[config.mk]
export PLATFORM = sky130hd
export DESIGN_NAME = multicycle_control_flat
export DESIGN_NICKNAME = d
export VERILOG_FILES = /design/src/rtl/multicycle_control_if.sv /design/src/rtl/multicycle_control.sv /design/src/flat_wrapper.sv
export SDC_FILE = /design/constraint.sdc
export NUM_CORES = 1
export LEC_CHECK = 0
export CORE_AREA = 3 3 69 55
export DETAILED_ROUTE_END_ITERATION = 10
export DIE_AREA = 0 0 72 58
export PLACE_DENSITY = 0.79
export SLEW_MARGIN = 15
export SYNTH_ARGS = -nofsm -noshare
export SYNTH_HDL_FRONTEND = slang
export SYNTH_SLANG_ARGS = --single-unit
[constraint.sdc]
create_clock -name clk -period 1.89 [get_ports clk]
set_input_delay 0.189 -clock clk [delete_from_list [all_inputs] [get_ports clk]]
set_output_delay 0.189 -clock clk [all_outputs]
set_load 0.02 [all_outputs]
[src/rtl/multicycle_control_if.sv]
// Control/status bundle between the multicycle controller and the datapath/memory.
// master = controller side, slave = datapath side.
interface multicycle_control_if #(
  parameter int OPW  = 4,
  parameter int CNTW = 16
);
  logic [OPW-1:0]  opcode;
  logic            zero;
  logic            pos;
  logic            mem_ready;
  logic            pcwrite;
  logic            irwrite;
  logic            memread;
  logic            memwrite;
  logic            iord;
  logic            regwrite;
  logic            memtoreg;
  logic            alusrca;
  logic [1:0]      alusrcb;
  logic [1:0]      aluop;
  logic [1:0]      pcsource;
  logic [3:0]      state;
  logic            halted;
  logic            illegal;
  logic [CNTW-1:0] retired;

  modport master (
    input  opcode, zero, pos, mem_ready,
    output pcwrite, irwrite, memread, memwrite, iord, regwrite, memtoreg,
           alusrca, alusrcb, aluop, pcsource, state, halted, illegal, retired
  );
  modport slave (
    output opcode, zero, pos, mem_ready,
    input  pcwrite, irwrite, memread, memwrite, iord, regwrite, memtoreg,
           alusrca, alusrcb, aluop, pcsource, state, halted, illegal, retired
  );
endinterface

[src/rtl/multicycle_control.sv]
// Multicycle FSM: fetch/decode/execute/memory/writeback sequencing for the
// 16-bit core, plus a retired-instruction counter and illegal-opcode pulse.
module multicycle_control #(
  parameter int OPW  = 4,
  parameter int CNTW = 16
) (
  input  logic clk,
  input  logic rst,
  multicycle_control_if.master bus
);
  typedef enum logic [3:0] {
    FETCH = 4'd0, DECODE = 4'd1, MEMADDR = 4'd2, MEMRD = 4'd3, MEMWB = 4'd4,
    MEMWR = 4'd5, EXEC = 4'd6, RWB = 4'd7, BRANCH = 4'd8, JUMP = 4'd9,
    HALT = 4'd10, IMMEX = 4'd11, IMMWB = 4'd12
  } state_t;

  localparam logic [OPW-1:0] OP_R    = OPW'(0);
  localparam logic [OPW-1:0] OP_ADDI = OPW'(1);
  localparam logic [OPW-1:0] OP_LW   = OPW'(2);
  localparam logic [OPW-1:0] OP_SW   = OPW'(3);
  localparam logic [OPW-1:0] OP_BEQ  = OPW'(4);
  localparam logic [OPW-1:0] OP_BGT  = OPW'(5);
  localparam logic [OPW-1:0] OP_JMP  = OPW'(6);
  localparam logic [OPW-1:0] OP_HALT = OPW'(15);

  state_t          state_q, state_n;
  logic [CNTW-1:0] retired_q;
  logic            illegal_q;
  logic            retire, ill_op;

  always_comb begin
    state_n = FETCH;
    retire  = 1'b0;
    ill_op  = 1'b0;
    case (state_q)
      FETCH:   state_n = bus.mem_ready ? DECODE : FETCH;
      DECODE: begin
        case (bus.opcode)
          OP_R:          state_n = EXEC;
          OP_ADDI:       state_n = IMMEX;
          OP_LW, OP_SW:  state_n = MEMADDR;
          OP_BEQ, OP_BGT: state_n = BRANCH;
          OP_JMP:        state_n = JUMP;
          OP_HALT: begin state_n = HALT; retire = 1'b1; end
          default:       ill_op = 1'b1;
        endcase
      end
      MEMADDR: state_n = (bus.opcode == OP_SW) ? MEMWR : MEMRD;
      MEMRD:   state_n = bus.mem_ready ? MEMWB : MEMRD;
      MEMWR: begin
        if (bus.mem_ready) retire = 1'b1;
        else               state_n = MEMWR;
      end
      EXEC:    state_n = RWB;
      IMMEX:   state_n = IMMWB;
      MEMWB, RWB, IMMWB, BRANCH, JUMP: retire = 1'b1;
      HALT:    state_n = HALT;
      default: state_n = FETCH;
    endcase
  end

  // Strobes and selects are purely state-decoded; reset masks them all.
  always_comb begin
    bus.pcwrite  = 1'b0;
    bus.irwrite  = 1'b0;
    bus.memread  = 1'b0;
    bus.memwrite = 1'b0;
    bus.iord     = 1'b0;
    bus.regwrite = 1'b0;
    bus.memtoreg = 1'b0;
    bus.alusrca  = 1'b0;
    bus.alusrcb  = 2'b00;
    bus.aluop    = 2'b00;
    bus.pcsource = 2'b00;
    if (rst) begin
      case (state_q)
        FETCH: begin
          bus.memread = 1'b1;
          bus.alusrcb = 2'b01;
          bus.pcwrite = bus.mem_ready;
          bus.irwrite = bus.mem_ready;
        end
        DECODE:  bus.alusrcb = 2'b10;
        MEMADDR, IMMEX: begin
          bus.alusrca = 1'b1;
          bus.alusrcb = 2'b10;
        end
        MEMRD: begin
          bus.memread = 1'b1;
          bus.iord    = 1'b1;
        end
        MEMWB: begin
          bus.regwrite = 1'b1;
          bus.memtoreg = 1'b1;
        end
        MEMWR: begin
          bus.memwrite = 1'b1;
          bus.iord     = 1'b1;
        end
        EXEC: begin
          bus.alusrca = 1'b1;
          bus.aluop   = 2'b10;
        end
        RWB, IMMWB: bus.regwrite = 1'b1;
        BRANCH: begin
          bus.alusrca  = 1'b1;
          bus.aluop    = 2'b01;
          bus.pcsource = 2'b01;
          bus.pcwrite  = (bus.opcode == OP_BEQ) ? bus.zero : bus.pos;
        end
        JUMP: begin
          bus.pcwrite  = 1'b1;
          bus.pcsource = 2'b10;
        end
        default: ;
      endcase
    end
  end

  always_ff @(posedge clk) begin
    if (!rst) begin
      state_q   <= FETCH;
      retired_q <= '0;
      illegal_q <= 1'b0;
    end else begin
      state_q   <= state_n;
      illegal_q <= ill_op;
      if (retire) retired_q <= retired_q + 1'b1;
    end
  end

  assign bus.state   = state_q;
  assign bus.halted  = (state_q == HALT);
  assign bus.illegal = illegal_q;
  assign bus.retired = retired_q;
endmodule

[src/flat_wrapper.sv]
// flat-port wrapper written by rule: the top's interface ports become plain ports
module multicycle_control_flat 
#(
  parameter int OPW  = 4,
  parameter int CNTW = 16
)
  (clk, rst, bus_opcode, bus_zero, bus_pos, bus_mem_ready, bus_pcwrite, bus_irwrite, bus_memread, bus_memwrite, bus_iord, bus_regwrite, bus_memtoreg, bus_alusrca, bus_alusrcb, bus_aluop, bus_pcsource, bus_state, bus_halted, bus_illegal, bus_retired);
  multicycle_control_if #(.OPW(OPW), .CNTW(CNTW)) bus_i ();
  input  logic clk;
  input  logic rst;
  input wire logic [$bits(bus_i.opcode)-1:0] bus_opcode;
  input wire logic [$bits(bus_i.zero)-1:0] bus_zero;
  input wire logic [$bits(bus_i.pos)-1:0] bus_pos;
  input wire logic [$bits(bus_i.mem_ready)-1:0] bus_mem_ready;
  output wire logic [$bits(bus_i.pcwrite)-1:0] bus_pcwrite;
  output wire logic [$bits(bus_i.irwrite)-1:0] bus_irwrite;
  output wire logic [$bits(bus_i.memread)-1:0] bus_memread;
  output wire logic [$bits(bus_i.memwrite)-1:0] bus_memwrite;
  output wire logic [$bits(bus_i.iord)-1:0] bus_iord;
  output wire logic [$bits(bus_i.regwrite)-1:0] bus_regwrite;
  output wire logic [$bits(bus_i.memtoreg)-1:0] bus_memtoreg;
  output wire logic [$bits(bus_i.alusrca)-1:0] bus_alusrca;
  output wire logic [$bits(bus_i.alusrcb)-1:0] bus_alusrcb;
  output wire logic [$bits(bus_i.aluop)-1:0] bus_aluop;
  output wire logic [$bits(bus_i.pcsource)-1:0] bus_pcsource;
  output wire logic [$bits(bus_i.state)-1:0] bus_state;
  output wire logic [$bits(bus_i.halted)-1:0] bus_halted;
  output wire logic [$bits(bus_i.illegal)-1:0] bus_illegal;
  output wire logic [$bits(bus_i.retired)-1:0] bus_retired;
  assign bus_i.opcode = bus_opcode;
  assign bus_i.zero = bus_zero;
  assign bus_i.pos = bus_pos;
  assign bus_i.mem_ready = bus_mem_ready;
  assign bus_pcwrite = bus_i.pcwrite;
  assign bus_irwrite = bus_i.irwrite;
  assign bus_memread = bus_i.memread;
  assign bus_memwrite = bus_i.memwrite;
  assign bus_iord = bus_i.iord;
  assign bus_regwrite = bus_i.regwrite;
  assign bus_memtoreg = bus_i.memtoreg;
  assign bus_alusrca = bus_i.alusrca;
  assign bus_alusrcb = bus_i.alusrcb;
  assign bus_aluop = bus_i.aluop;
  assign bus_pcsource = bus_i.pcsource;
  assign bus_state = bus_i.state;
  assign bus_halted = bus_i.halted;
  assign bus_illegal = bus_i.illegal;
  assign bus_retired = bus_i.retired;
  multicycle_control #(.OPW(OPW), .CNTW(CNTW)) u_core (.clk(clk), .rst(rst), .bus(bus_i));
endmodule
After elaboration in Yosys (flattened, before gate mapping)
Index checks and enable logic that the tools add are counted.
- bits in registers: 21
- bits of input ports: 9
- output and inout bits: 36
- word-level logic and storage cells: 68
- add/subtract/negate cells: 1
- equal/unequal tests: 19
- mux-type cells: 33
- reductions and logical operators: 12
- operators by type and width (kind ; number):
    $pmux W4 S8 ; 1
    $eq A4 B3 Y1 const B ; 7
    $eq A4 B4 Y1 const B ; 6
    $pmux W4 S6 ; 1
    $mux W1 ; 20
    $add A16 B1 Y16 const B ; 1
    $eq A4 B2 Y1 const B ; 4
    $pmux W2 S2 ; 3
    $mux W3 ; 3
    $eq A4 B1 Y1 const B ; 2
    $logic_not A4 Y1 ; 2
    $reduce_or A2 Y1 ; 4
    $reduce_or A8 Y1 ; 1
    $mux W2 ; 3
    $pmux W1 S3 ; 2
    $reduce_or A3 Y1 ; 2
    $reduce_or A5 Y1 ; 1
    $reduce_or A4 Y1 ; 1
    $reduce_and A2 Y1 ; 1

Depth between registers and ports, before layout
Gate-level depths: netlist of the first run.
- word-level depth: 4
- mapped depth: 7

Least setup slack after synthesis of the first run
OpenSTA, ideal clock, no wires.
- kind: reg-to-output
- start point: register u_core.state_q[0], in the netlist u_core.bus.state[0]
- end point: output port bus_irwrite
- data arrival time: 1.853 ns
- setup slack: -0.152 ns
- cell stages (with the launch flop): 5
- cells stage by stage: dfxtp_1 > buf_4 > clkbuf_1 > nor4_1 > and2_1
- cells in the longest elaborated chain, start to end: 3
- RTL lines (what ; RTL line ; RTL):
    start, declared ; multicycle_control.sv:26 ; state_t state_q, state_n;
    start signal, assigned ; multicycle_control.sv:126 ; state_q <= state_n;
    $logic_not A4 Y1 ; multicycle_control.sv:76 ; case (state_q)
    $mux W1 ; multicycle_control.sv:76 ;
    $mux W1 ; multicycle_control.sv:75 ; if (rst) begin
    end, declared ; flat_wrapper.sv:16 ; output wire logic [$bits(bus_i.irwrite)-1:0] bus_irwrite;
Every way passes these cells.

Worst setup path in the final report of the first run
- start point: input port bus_opcode[1]
- end point: register u_core.retired_q[9], in the netlist u_core.bus.retired[9]
- cells in the longest elaborated chain, start to end: 3
- RTL lines (what ; RTL line ; RTL):
    start, declared ; flat_wrapper.sv:11 ; input wire logic [$bits(bus_i.opcode)-1:0] bus_opcode;
    $eq A4 B4 Y1 ; multicycle_control.sv:38 ; case (bus.opcode)
    $mux W1 ; multicycle_control.sv:38 ;
    $pmux W1 S3 ; multicycle_control.sv:35 ; case (state_q)
    end signal, assigned ; multicycle_control.sv:128 ; if (retire) retired_q <= retired_q + 1'b1;
    end, declared ; multicycle_control.sv:27 ; logic [CNTW-1:0] retired_q;
Every way passes these cells.
A chain may end at the register's enable or synchronous reset.

==> qor.csv, run 1 <==
stage,metric,value,unit
outcome,outcome,"complete, no violations",
cells_and_area,"commonest non-fill, non-tap cell in the layout",buf_4,
clock_network,insertion delay to the later sink of the worst-skew pair,0.26,ns
clock_network,H-tree depth,1,
grt,largest net degree at the start of global routing,17,
die,Die X-Extent,72,um
critical_path,FF-to-FF path depth,7,
route,Routed WL per cell,13.6,um
logic_synthesis,ys async rst share,0,%
route,drc violations,0,
placement,port bufs,44,
sta,max_slew headroom,76.2,%
route,via density per instance,5.34,
route,Antenna Violating Nets Remaining,0,
sta,Max Fclk,0.546,GHz
grt,grt ovf,0,
critical_path,Worst path depth,7,
cells_and_area,register area,424,um^2
critical_path,crit-path cells,clkdlybuf4s50_1 > nand4_1 > o32ai_4 > buf_12 > o211ai_2 > or3_1 > a21boi_1,
cells_and_area,footprint of the multi-input gates,967,um^2
route,via count,1543,
sta,WHS,0.503,ns
logic_synthesis,Mapped Cells,182,
sta,Final Max Tran Viols,0,
die,Die Span Y,58,um
sta,minimum clock period,1.83,ns
power,largest vdd supply drop,0.371,mV
grt,GR met2 Demand/Resource,30.5,%
grt,total track usage,20.1,%
die,core area,3220,um^2
die,Initial Util,44.5,%
critical_path,WP buf/inv,2,
die,placement row count,18,
logic_synthesis,Synth area leader,dfxtp_1,
cells_and_area,area grow syn2layout,55.4,%
logic_synthesis,Post-Syn Area,1430,um^2
clock_network,CTS root buffer,clkbuf_8,
grt,vias in the first global route,1443,
cells_and_area,fin util,69.1,%
critical_path,critical path's slowest cell,clkdlybuf4s50_1,
cells_and_area,share of layout cells above drive strength 1,22.5,%
critical_path,CP top delay family,buffers and inverters,
logic_synthesis,synth top area cells,"dfxtp_1 (29%), xnor2_1 (6.7%), and2_1 (4.8%), nor2_1 (4.5%), o21ai_0 (3.8%)",
placement,Final Wtd Congestion,0.953,
clock_network,clock-pin slew on the worst setup and hold paths,0.07,ns
die,# IOs,45,
logic_synthesis,mean post-synth cell area,7.87,um^2
sta,Fin. Hold Viols,0,
route,DR pass1 iterations,4,
critical_path,largest fanout on the critical path,5,
logic_synthesis,YS warnings,0,
logic_synthesis,Post-synth EDFFs,0,
critical_path,Crit path arrival time,2.03,ns
critical_path,CP endpoint kind,register,
grt,GR Util met3,4.16,%
grt,met1 Use GR,29.1,%
logic_synthesis,Yosys top cell area share,29.3,%
sta,Tcrit/Tclk final,96.9,%
job,maxcap violations,0,
logic_synthesis,register bit total from synthesis,21,
critical_path,Worst setup SP type,primary input,
grt,initial antenna violation count,0,
critical_path,Setup CP Type,in2reg,
sta,RSZ-0062 raised after global routing,yes,
cells_and_area,final-stage net count,260,
sta,measured slew at the worst slew-check pin,0.348,ns
logic_synthesis,Syn Nets,192,
clock_network,TritonCTS Sinks,21,
power,"Power, Total",1.08,mW
grt,first-pass GRT wire length,6700,um
route,initial drt markers,135,
critical_path,crit-path max cell delay,0.52,ns
cells_and_area,ant diodes,0,
power,pwr/cell area,484,nW/um^2
logic_synthesis,register area share after synthesis,29.3,%
sta,Final setup viols,0,
min_path,Worst Hold Class,in2reg,
power,Leakage,0.898,nW
grt,grt peak-use layer,met2,
route,drt total wl,3930,um
logic_synthesis,synth unique cells,49,
min_path,hold path depth,6,
placement,pre-CTS WS,-0.406,ns
clock_network,clk buf depth,2,
cells_and_area,filler instances,274,
sta,Final Skew,0.00445,ns
logic_synthesis,dominant synthesized flop cell,dfxtp_1,
clock_network,CTS buffer count,3,
critical_path,Crit path required time,2.09,ns
sta,setup ws final,0.0591,ns
die,Die ar.,4180,um^2
cells_and_area,"commonest non-fill, non-tap cells in the layout","buf_4 (29), clkdlybuf4s50_1 (26), dfxtp_1 (18)",
placement,DP Wirelength,3050,um
clock_network,CTS tree,built,
[per-stage QoR]
stage               cell area [um^2]  TNS (ns)  std cells
finish                          2230         0        289
global route                    2230   -0.0214        289
CTS                             2140    -0.115        286
detailed placement              2100     -4.86        282
global placement                2100     -4.24        282
floorplan                       1440         0        182
[final timing paths]
check,end,slack [ns],from
worst max register to register,u_core.bus.retired[9]$_SDFFE_PN0P_,0.09,u_core.bus.state[1]$_SDFF_PN0_
worst min register to register,u_core.bus.retired[9]$_SDFFE_PN0P_,0.52,u_core.bus.retired[9]$_SDFFE_PN0P_
worst max-delay path,u_core.bus.retired[9]$_SDFFE_PN0P_,0.06,bus_opcode[1]
worst min-delay path,u_core.bus.state[1]$_SDFF_PN0_,0.50,bus_opcode[2]
[logic make-up after synthesis]
group / Yosys count / synth area share [%]
AO/OA/AOI/OAI: 47 / 25.1
XOR/XNOR: 12 / 7.34
adder cells (fa/ha/maj): 1 / 0.873
buffers and inverters: 19 / 6.46
flip-flops: 21 / 29.3
multiplexers: 2 / 1.48
AND/OR/NAND/NOR: 80 / 29.4
[tightest hold or removal path, delay by kind of cell]
family          cells  cell delay [ns]
buf+inv             2             0.25
simple gates        3             0.23
compound gates      1             0.06
[layout make-up]
class	count	share of cell area, %
multi-input combinational	142	43.5
tap	40	2.25
timing repair buffer	79	32.7
inverter	3	0.506
sequential	21	19.1
clock buffer	4	2.02
[repair_timing]
action / CTS / global route
setup endpoints to repair: 20 / 19
pin swaps: 1 / 4
hold buffers: 0 / 0
gates resized for setup: 21 / 20
buffers inserted: 0 / 3
[synth_stat cells, types with 2 or more instances]
library cell	n
dfxtp_1	21
nor2_1	17
nand2_1	12
and2_1	11
o21ai_0	11
xnor2_1	11
a21oi_1	6
clkbuf_1	6
nand2b_1	6
nand4_1	6
nor3_1	6
buf_2	5
nor2b_1	5
o211ai_1	5
a21boi_1	4
nand3_1	4
or3_1	4
inv_1	3
o2111ai_1	3
a32oi_1	2
and3_1	2
buf_1	2
buf_4	2
nor4_1	2
o31ai_1	2
[power breakdown]
part / internal [mW] / switching [mW]
Combinational: 0.157 / 0.161
Clock: 0.150 / 0.140
Sequential: 0.453 / 0.0152
[layer usage]
metal,wire (um),up-vias
li1,-,789
met1,1950,716
met2,1740,33
met3,201,5
met4,42,0
met5,0,-
[sequential cells by signal, summed over array words and instances (netlist names)]
signal,flops
u_core.bus.retired,16
u_core.bus.illegal,1
u_core.bus.state,4
Power figures use the tool's default switching activity.
==> run 2, diff against run 1 <==
--- a/config.mk
+++ b/config.mk
@@ -5,10 +5,10 @@
 export SDC_FILE = /design/constraint.sdc
 export NUM_CORES = 1
 export LEC_CHECK = 0
-export CORE_AREA = 3 3 69 55
+export CORE_AREA = 2 2 69 55
 export DETAILED_ROUTE_END_ITERATION = 10
-export DIE_AREA = 0 0 72 58
-export PLACE_DENSITY = 0.79
+export DIE_AREA = 0 0 71 57
+export PLACE_DENSITY = 0.77
 export SLEW_MARGIN = 15
 export SYNTH_ARGS = -nofsm -noshare
 export SYNTH_HDL_FRONTEND = slang
==> run 2 against run 1 <==
  * Critical path depth is 1 higher
  * Count of clock-buffer cells in the layout shrank 1
  * Register-to-register slack improved by 0.02 ns
  * Cell count decreased by 1.0%
  * Maximum frequency decreased by 1.9%
  * First-iteration DRC count is 7.4% lower
  * Die area down 3.1%
  * Hold slack improved by 0.022 ns
==> qor.csv, run 2 (synthesis results as in run 1) <==
stage,metric,value,unit,change
critical_path,CP top delay family,buffers and inverters,,
job,maxcap violations,0,,unchanged
sta,Final setup viols,0,,unchanged
route,Routed WL per cell,13.3,um,-2.2%
critical_path,crit-path cells,clkdlybuf4s50_1 > buf_4 > nand4_1 > o32ai_4 > buf_12 > o21ai_2 > or3_1 > a21boi_1,,
min_path,Worst Hold Class,reg2reg,,
critical_path,CP endpoint kind,register,,
critical_path,r2r endpoint,u_core.bus.retired[9]$_SDFFE_PN0P_,,
grt,first-pass GRT wire length,6260,um,-6.6%
sta,max_slew headroom,69.4,%,-6.8 points
critical_path,FF-to-FF path depth,7,,unchanged
critical_path,WP buf/inv,3,,+1
die,Die X-Extent,71,um,-1.4%
critical_path,crit-path max cell delay,0.49,ns,-0.03 ns
clock_network,CTS root buffer,clkbuf_8,,
grt,initial antenna violation count,0,,unchanged
placement,Final Wtd Congestion,0.843,,-12%
critical_path,largest fanout on the critical path,9,,+4
sta,RSZ-0062 raised after global routing,yes,,
grt,vias in the first global route,1324,,-8.2%
die,Initial Util,41.6,%,-2.9 points
critical_path,Setup CP Type,in2reg,,
route,drc violations,0,,unchanged
clock_network,H-tree depth,1,,unchanged
grt,grt ovf,0,,unchanged
critical_path,"reg-to-reg slack, setup",0.11,ns,+0.02 ns
cells_and_area,"commonest non-fill, non-tap cells in the layout","clkdlybuf4s50_1 (29), buf_4 (27), dfxtp_1 (18)",,
route,via density per instance,5.37,,+0.66%
route,Antenna Violating Nets Remaining,0,,unchanged
placement,DP Wirelength,2920,um,-4.0%
clock_network,clk buf depth,2,,unchanged
cells_and_area,"commonest non-fill, non-tap cell in the layout",clkdlybuf4s50_1,,
cells_and_area,final-stage net count,255,,-1.9%
critical_path,Crit path required time,2.09,ns,about the same
sta,Max Fclk,0.536,GHz,-1.9%
cells_and_area,ant diodes,0,,unchanged
sta,setup ws final,0.0244,ns,-0.0347 ns
critical_path,critical path's slowest cell,clkdlybuf4s50_1,,
cells_and_area,area grow syn2layout,49.6,%,
clock_network,CTS buffer count,3,,unchanged
sta,minimum clock period,1.87,ns,+0.0347 ns
route,via count,1537,,-0.39%
placement,port bufs,44,,unchanged
grt,largest net degree at the start of global routing,19,,+2
power,"Power, Total",1.07,mW,-0.21%
critical_path,Worst path depth,8,,+1
outcome,outcome,"complete, no violations",,
die,Die Span Y,57,um,-1.7%
die,Die ar.,4050,um^2,-3.1%
sta,measured slew at the worst slew-check pin,0.455,ns,+0.106 ns
grt,total track usage,19.0,%,-1.0 points
route,initial drt markers,125,,-7.4%
critical_path,Worst setup endpoint,u_core.bus.retired[12]$_SDFFE_PN0P_,,
clock_network,CTS tree,built,,
critical_path,CP startpoint,bus_opcode[0],,
placement,pre-CTS WS,-0.381,ns,+0.0252 ns
sta,Final Skew,0.0110,ns,+0.00658 ns
die,# IOs,45,,unchanged
route,DR pass1 iterations,4,,unchanged
die,placement row count,19,,+1
critical_path,Worst setup SP type,primary input,,
sta,Final Max Tran Viols,0,,unchanged
sta,WHS,0.525,ns,+0.0224 ns
critical_path,Crit path arrival time,2.07,ns,+0.04 ns
clock_network,CTS hold repair buffers,0,,unchanged
sta,Fin. Hold Viols,0,,unchanged
cells_and_area,share of layout cells above drive strength 1,20.5,%,-2.0 points
die,core area,3450,um^2,+7.0%
route,drt total wl,3810,um,-3.2%
clock_network,TritonCTS Sinks,21,,unchanged
power,Leakage,0.837,nW,-6.8%
power,largest vdd supply drop,0.316,mV,-15%
cells_and_area,fin util,62.2,%,-6.9 points
critical_path,RR Startpoint,u_core.bus.state[3]$_SDFF_PN0_,,
sta,Tcrit/Tclk final,98.7,%,+1.8 points
cells_and_area,Largest register FFs,16,,unchanged
clock_network,clock-pin slew on the worst setup and hold paths,0.08,ns,about the same
power,pwr/cell area,501,nW/um^2,+3.6%
clock_network,insertion delay to the later sink of the worst-skew pair,0.26,ns,about the same
[run 2: cell count changes in the layout (fill, tap and decap cells not counted), moves of 2 or more]
cell             delta
clkdlybuf4s50_1     +3
buf_6               -3
dlymetal6s2s_1      -3
dlygate4sd1_1       -2
buf_4               -2
[run 2: how the worst min path moves through the flow]
stage	startpoint	cells after the start	endpoint	slack (ns)
floorplan	rst	2	u_core.bus.retired[6]$_SDFFE_PN0P_	0.34
global placement	u_core.bus.retired[9]$_SDFFE_PN0P_	2	u_core.bus.retired[9]$_SDFFE_PN0P_	0.49
detailed placement	u_core.bus.retired[13]$_SDFFE_PN0P_	2	u_core.bus.retired[13]$_SDFFE_PN0P_	0.51
CTS	u_core.bus.retired[13]$_SDFFE_PN0P_	2	u_core.bus.retired[13]$_SDFFE_PN0P_	0.52
global route	u_core.bus.retired[13]$_SDFFE_PN0P_	2	u_core.bus.retired[13]$_SDFFE_PN0P_	0.55
finish	u_core.bus.retired[9]$_SDFFE_PN0P_	2	u_core.bus.retired[9]$_SDFFE_PN0P_	0.53
[run 2: layer usage]
metal | vias to the layer above | routed length, um | GRT usage [%]
li1 | 781 | - | -
met1 | 719 | 1930 | 28.3
met2 | 35 | 1710 | 29.4
met3 | 2 | 148 | 3.36
met4 | 0 | 21 | 3.23
met5 | - | 0 | 0
[run 2: stage by stage]
stage          std cells  instance area (um^2)  TNS (ns)
5_1_grt              286                  2140    -0.171
4_1_cts              285                  2130    -0.136
3_3_place_gp         281                  2090     -2.96
3_5_place_dp         281                  2090     -3.56
2_1_floorplan        182                  1440         0
6_report             286                  2140         0
[run 2: repair_timing]
| action | CTS | global route |
|---|---|---|
| pin swaps | 0 | 3 |
| setup buffers | 0 | 1 |
| cloned | 0 | 0 |
| gates resized for setup | 18 | 10 |
| endpoints found under the setup margin | 15 | 14 |
[run 2: area by class of cell]
cell class	count	area (um^2)
fill	302	1300
multi-input combinational	142	941
timing repair buffer	74	668
sequential	21	424
tap	42	52.6
clock buffer	3	41.3
inverter	3	11.3
clock inverter	1	5.00
[run 2: report_power, final]
part | internal (mW) | switching, mW | leakage [nW]
Clock | 0.147 | 0.150 | 0.0255
Combinational | 0.152 | 0.159 | 0.641
Sequential | 0.452 | 0.0144 | 0.171
Total | 0.751 | 0.323 | 0.837
[run 2: worst register-to-register path: stages, from the launching register on]
cell      delay, ns
dfxtp_1        0.35
buf_4          0.17
o21bai_1       0.19
a211oi_4       0.26
buf_12         0.16
o211ai_2       0.10
or3_1          0.36
a21boi_1       0.13
==> run 3, diff against run 2 <==
--- a/config.mk
+++ b/config.mk
@@ -9,6 +9,7 @@
 export DETAILED_ROUTE_END_ITERATION = 10
 export DIE_AREA = 0 0 71 57
 export PLACE_DENSITY = 0.77
+export SKIP_LAST_GASP = 1
 export SLEW_MARGIN = 15
 export SYNTH_ARGS = -nofsm -noshare
 export SYNTH_HDL_FRONTEND = slang
==> run 3 against run 2 <==
  * Non-clock buffer count unchanged
  * Wire length up 0.24%
  * Via count unchanged
  * Clock skew about the same
  * Critical path depth unchanged
  * Design area down 0.41%
  * Critical endpoint unchanged
==> qor.csv, run 3 (synthesis results as in run 1) <==
stage,metric,value,unit,change
clock_network,TritonCTS Sinks,21,,unchanged
die,Die Span Y,57,um,unchanged
die,Die X-Extent,71,um,unchanged
grt,grt ovf,0,,unchanged
placement,pre-CTS WS,-0.381,ns,unchanged
placement,dpl cell area,2090,um^2,unchanged
min_path,Worst Hold Class,reg2reg,,
cells_and_area,share of layout cells above drive strength 1,19.7,%,-0.82 points
critical_path,Worst setup endpoint,u_core.bus.retired[12]$_SDFFE_PN0P_,,
clock_network,insertion delay to the later sink of the worst-skew pair,0.26,ns,about the same
power,cell-internal power,0.748,mW,-0.35%
critical_path,FF-to-FF path depth,7,,unchanged
critical_path,largest fanout on the critical path,9,,unchanged
power,largest vdd supply drop,0.316,mV,about the same
route,drt total wl,3820,um,+0.24%
critical_path,CP top delay family,buffers and inverters,,
grt,largest net degree at the start of global routing,19,,unchanged
power,Net Switching,0.322,mW,-0.45%
sta,setup ws final,0.0238,ns,-0.000649 ns
die,core area,3450,um^2,unchanged
die,# IOs,45,,unchanged
route,drc violations,0,,unchanged
cells_and_area,"commonest non-fill, non-tap cell in the layout",clkdlybuf4s50_1,,
die,placement row count,19,,unchanged
critical_path,Worst path depth,8,,unchanged
outcome,outcome,"complete, no violations",,
sta,max_slew headroom,70.1,%,+0.78 points
sta,RSZ-0062 raised after global routing,yes,,
sta,Max Fclk,0.536,GHz,about the same
critical_path,Setup CP Type,in2reg,,
power,Sw Ratio,30.1,%,about the same
route,initial drt markers,114,,-8.8%
route,Antenna Violating Nets Remaining,0,,unchanged
critical_path,Crit path required time,2.09,ns,about the same
cells_and_area,fin util,61.9,%,-0.25 points
power,Clock power frac,27.7,%,about the same
route,via density per instance,5.37,,unchanged
critical_path,r2r endpoint,u_core.bus.retired[12]$_SDFFE_PN0P_,,
sta,Final Skew,0.0110,ns,-0.0000577 ns
clock_network,clock-pin slew on the worst setup and hold paths,0.08,ns,about the same
power,combinational share of power,28.8,%,about the same
clock_network,H-tree depth,1,,unchanged
critical_path,WP buf/inv,3,,unchanged
critical_path,crit-path max cell delay,0.49,ns,about the same
critical_path,Worst setup SP type,primary input,,
placement,port bufs,44,,unchanged
power,pwr/cell area,501,nW/um^2,about the same
clock_network,CTS tree,built,,
power,"Power, Total",1.07,mW,-0.38%
cells_and_area,Final Instance Area,2130,um^2,-0.41%
route,via count,1537,,unchanged
route,DR pass1 iterations,4,,unchanged
critical_path,crit-path cells,clkdlybuf4s50_1 > buf_4 > nand4_1 > o32ai_4 > buf_12 > o21ai_2 > or3_1 > a21boi_1,,
grt,total track usage,19.0,%,unchanged
cells_and_area,ant diodes,0,,unchanged
die,Initial Util,41.6,%,unchanged
power,Leakage,0.835,nW,-0.25%
sta,total negative slack,0,ns,unchanged
cells_and_area,area grow syn2layout,49.0,%,
sta,Tcrit/Tclk final,98.7,%,about the same
clock_network,CTS root buffer,clkbuf_8,,
placement,Final Wtd Congestion,0.843,,unchanged
critical_path,CP endpoint kind,register,,
grt,first-pass GRT wire length,6260,um,unchanged
clock_network,CTS buffer count,3,,unchanged
placement,DP Wirelength,2920,um,unchanged
sta,WHS,0.525,ns,-0.0000150 ns
critical_path,critical path's slowest cell,clkdlybuf4s50_1,,
cells_and_area,final-stage net count,255,,unchanged
sta,Final Max Tran Viols,0,,unchanged
power,sequential share of power,43.4,%,about the same
cells_and_area,Post-Layout Cell Count,286,,unchanged
critical_path,Crit path arrival time,2.07,ns,about the same
sta,minimum clock period,1.87,ns,+0.000649 ns
sta,Final setup viols,0,,unchanged
cells_and_area,filler instances,305,,+0.99%
cells_and_area,Largest register FFs,16,,unchanged
die,Die ar.,4050,um^2,unchanged
critical_path,CP startpoint,bus_opcode[0],,
placement,Placed Cells,281,,unchanged
sta,measured slew at the worst slew-check pin,0.443,ns,-0.0116 ns
route,Routed WL per cell,13.3,um,+0.24%
grt,initial antenna violation count,0,,unchanged
grt,vias in the first global route,1324,,unchanged
critical_path,"reg-to-reg slack, setup",0.07,ns,-0.04 ns
sta,Fin. Hold Viols,0,,unchanged
clock_network,clk buf depth,2,,unchanged
critical_path,RR Startpoint,u_core.bus.state[1]$_SDFF_PN0_,,
cells_and_area,"commonest non-fill, non-tap cells in the layout","clkdlybuf4s50_1 (29), buf_4 (27), dfxtp_1 (19)",,
job,maxcap violations,0,,unchanged
[run 3: cell count changes in the layout (fill, tap and decap cells not counted)]
cell      delta
nand2b_1     +1
dfxtp_1      +1
dfxtp_2      -1
nand2b_4     -1
[run 3: timing repair]
action | 4_1_cts | 5_1_grt
pin swaps | 0 | 3
hold buffers | 0 | 0
setup buffers | 0 | 1
setup endpoints to repair | 15 | 14
resized for setup | 17 | 9
[run 3: layout make-up]
| cell class | instances | area (um^2) | share of cell area, % |
|---|---|---|---|
| well taps | 42 | 52.6 | 2.46 |
| flip-flops and latches | 21 | 423 | 19.8 |
| clock buffers | 3 | 41.3 | 1.93 |
| clock inverters | 1 | 5.00 | 0.234 |
| repair buffers | 74 | 668 | 31.3 |
| inverters | 3 | 11.3 | 0.528 |
| multi-input cells | 142 | 933 | 43.7 |
[run 3: worst min-delay path by stage]
stage | end | cells after the start | startpoint | slack [ns]
floorplan | u_core.bus.retired[6]$_SDFFE_PN0P_ | 2 | rst | 0.34
global placement | u_core.bus.retired[9]$_SDFFE_PN0P_ | 2 | u_core.bus.retired[9]$_SDFFE_PN0P_ | 0.49
detailed placement | u_core.bus.retired[13]$_SDFFE_PN0P_ | 2 | u_core.bus.retired[13]$_SDFFE_PN0P_ | 0.51
CTS | u_core.bus.retired[13]$_SDFFE_PN0P_ | 2 | u_core.bus.retired[13]$_SDFFE_PN0P_ | 0.52
global route | u_core.bus.retired[13]$_SDFFE_PN0P_ | 2 | u_core.bus.retired[13]$_SDFFE_PN0P_ | 0.55
finish | u_core.bus.retired[9]$_SDFFE_PN0P_ | 2 | u_core.bus.retired[9]$_SDFFE_PN0P_ | 0.53
[run 3: per-layer routing]
metal,part of all wire (%),global-route usage [%],wire [um],vias to the layer above
met1,50,28.3,1920,722
li1,-,-,-,780
met3,4.0,3.36,151,2
met5,0,0,0,-
met2,45,29.4,1720,33
met4,0.55,3.23,21,0
[run 3: power groups by stage]
| stage | Clock, mW | Combinational (mW) | Sequential [mW] |
|---|---|---|---|
| after floorplan | 0 | 0.171 | 0.480 |
| after global placement | 0 | 0.314 | 0.473 |
| after detailed placement | 0 | 0.316 | 0.474 |
| after CTS | 0.307 | 0.308 | 0.464 |
| after global routing | 0.327 | 0.335 | 0.467 |
| final | 0.297 | 0.308 | 0.465 |
[run 3: worst register-to-register path, stage by stage (launching register included)]
cell and delay (ns):
dfxtp_2 0.36, nand2b_1 0.20, buf_4 0.18, o32ai_4 0.28
buf_12 0.17, o21ai_2 0.09, or3_1 0.36, a21boi_1 0.14
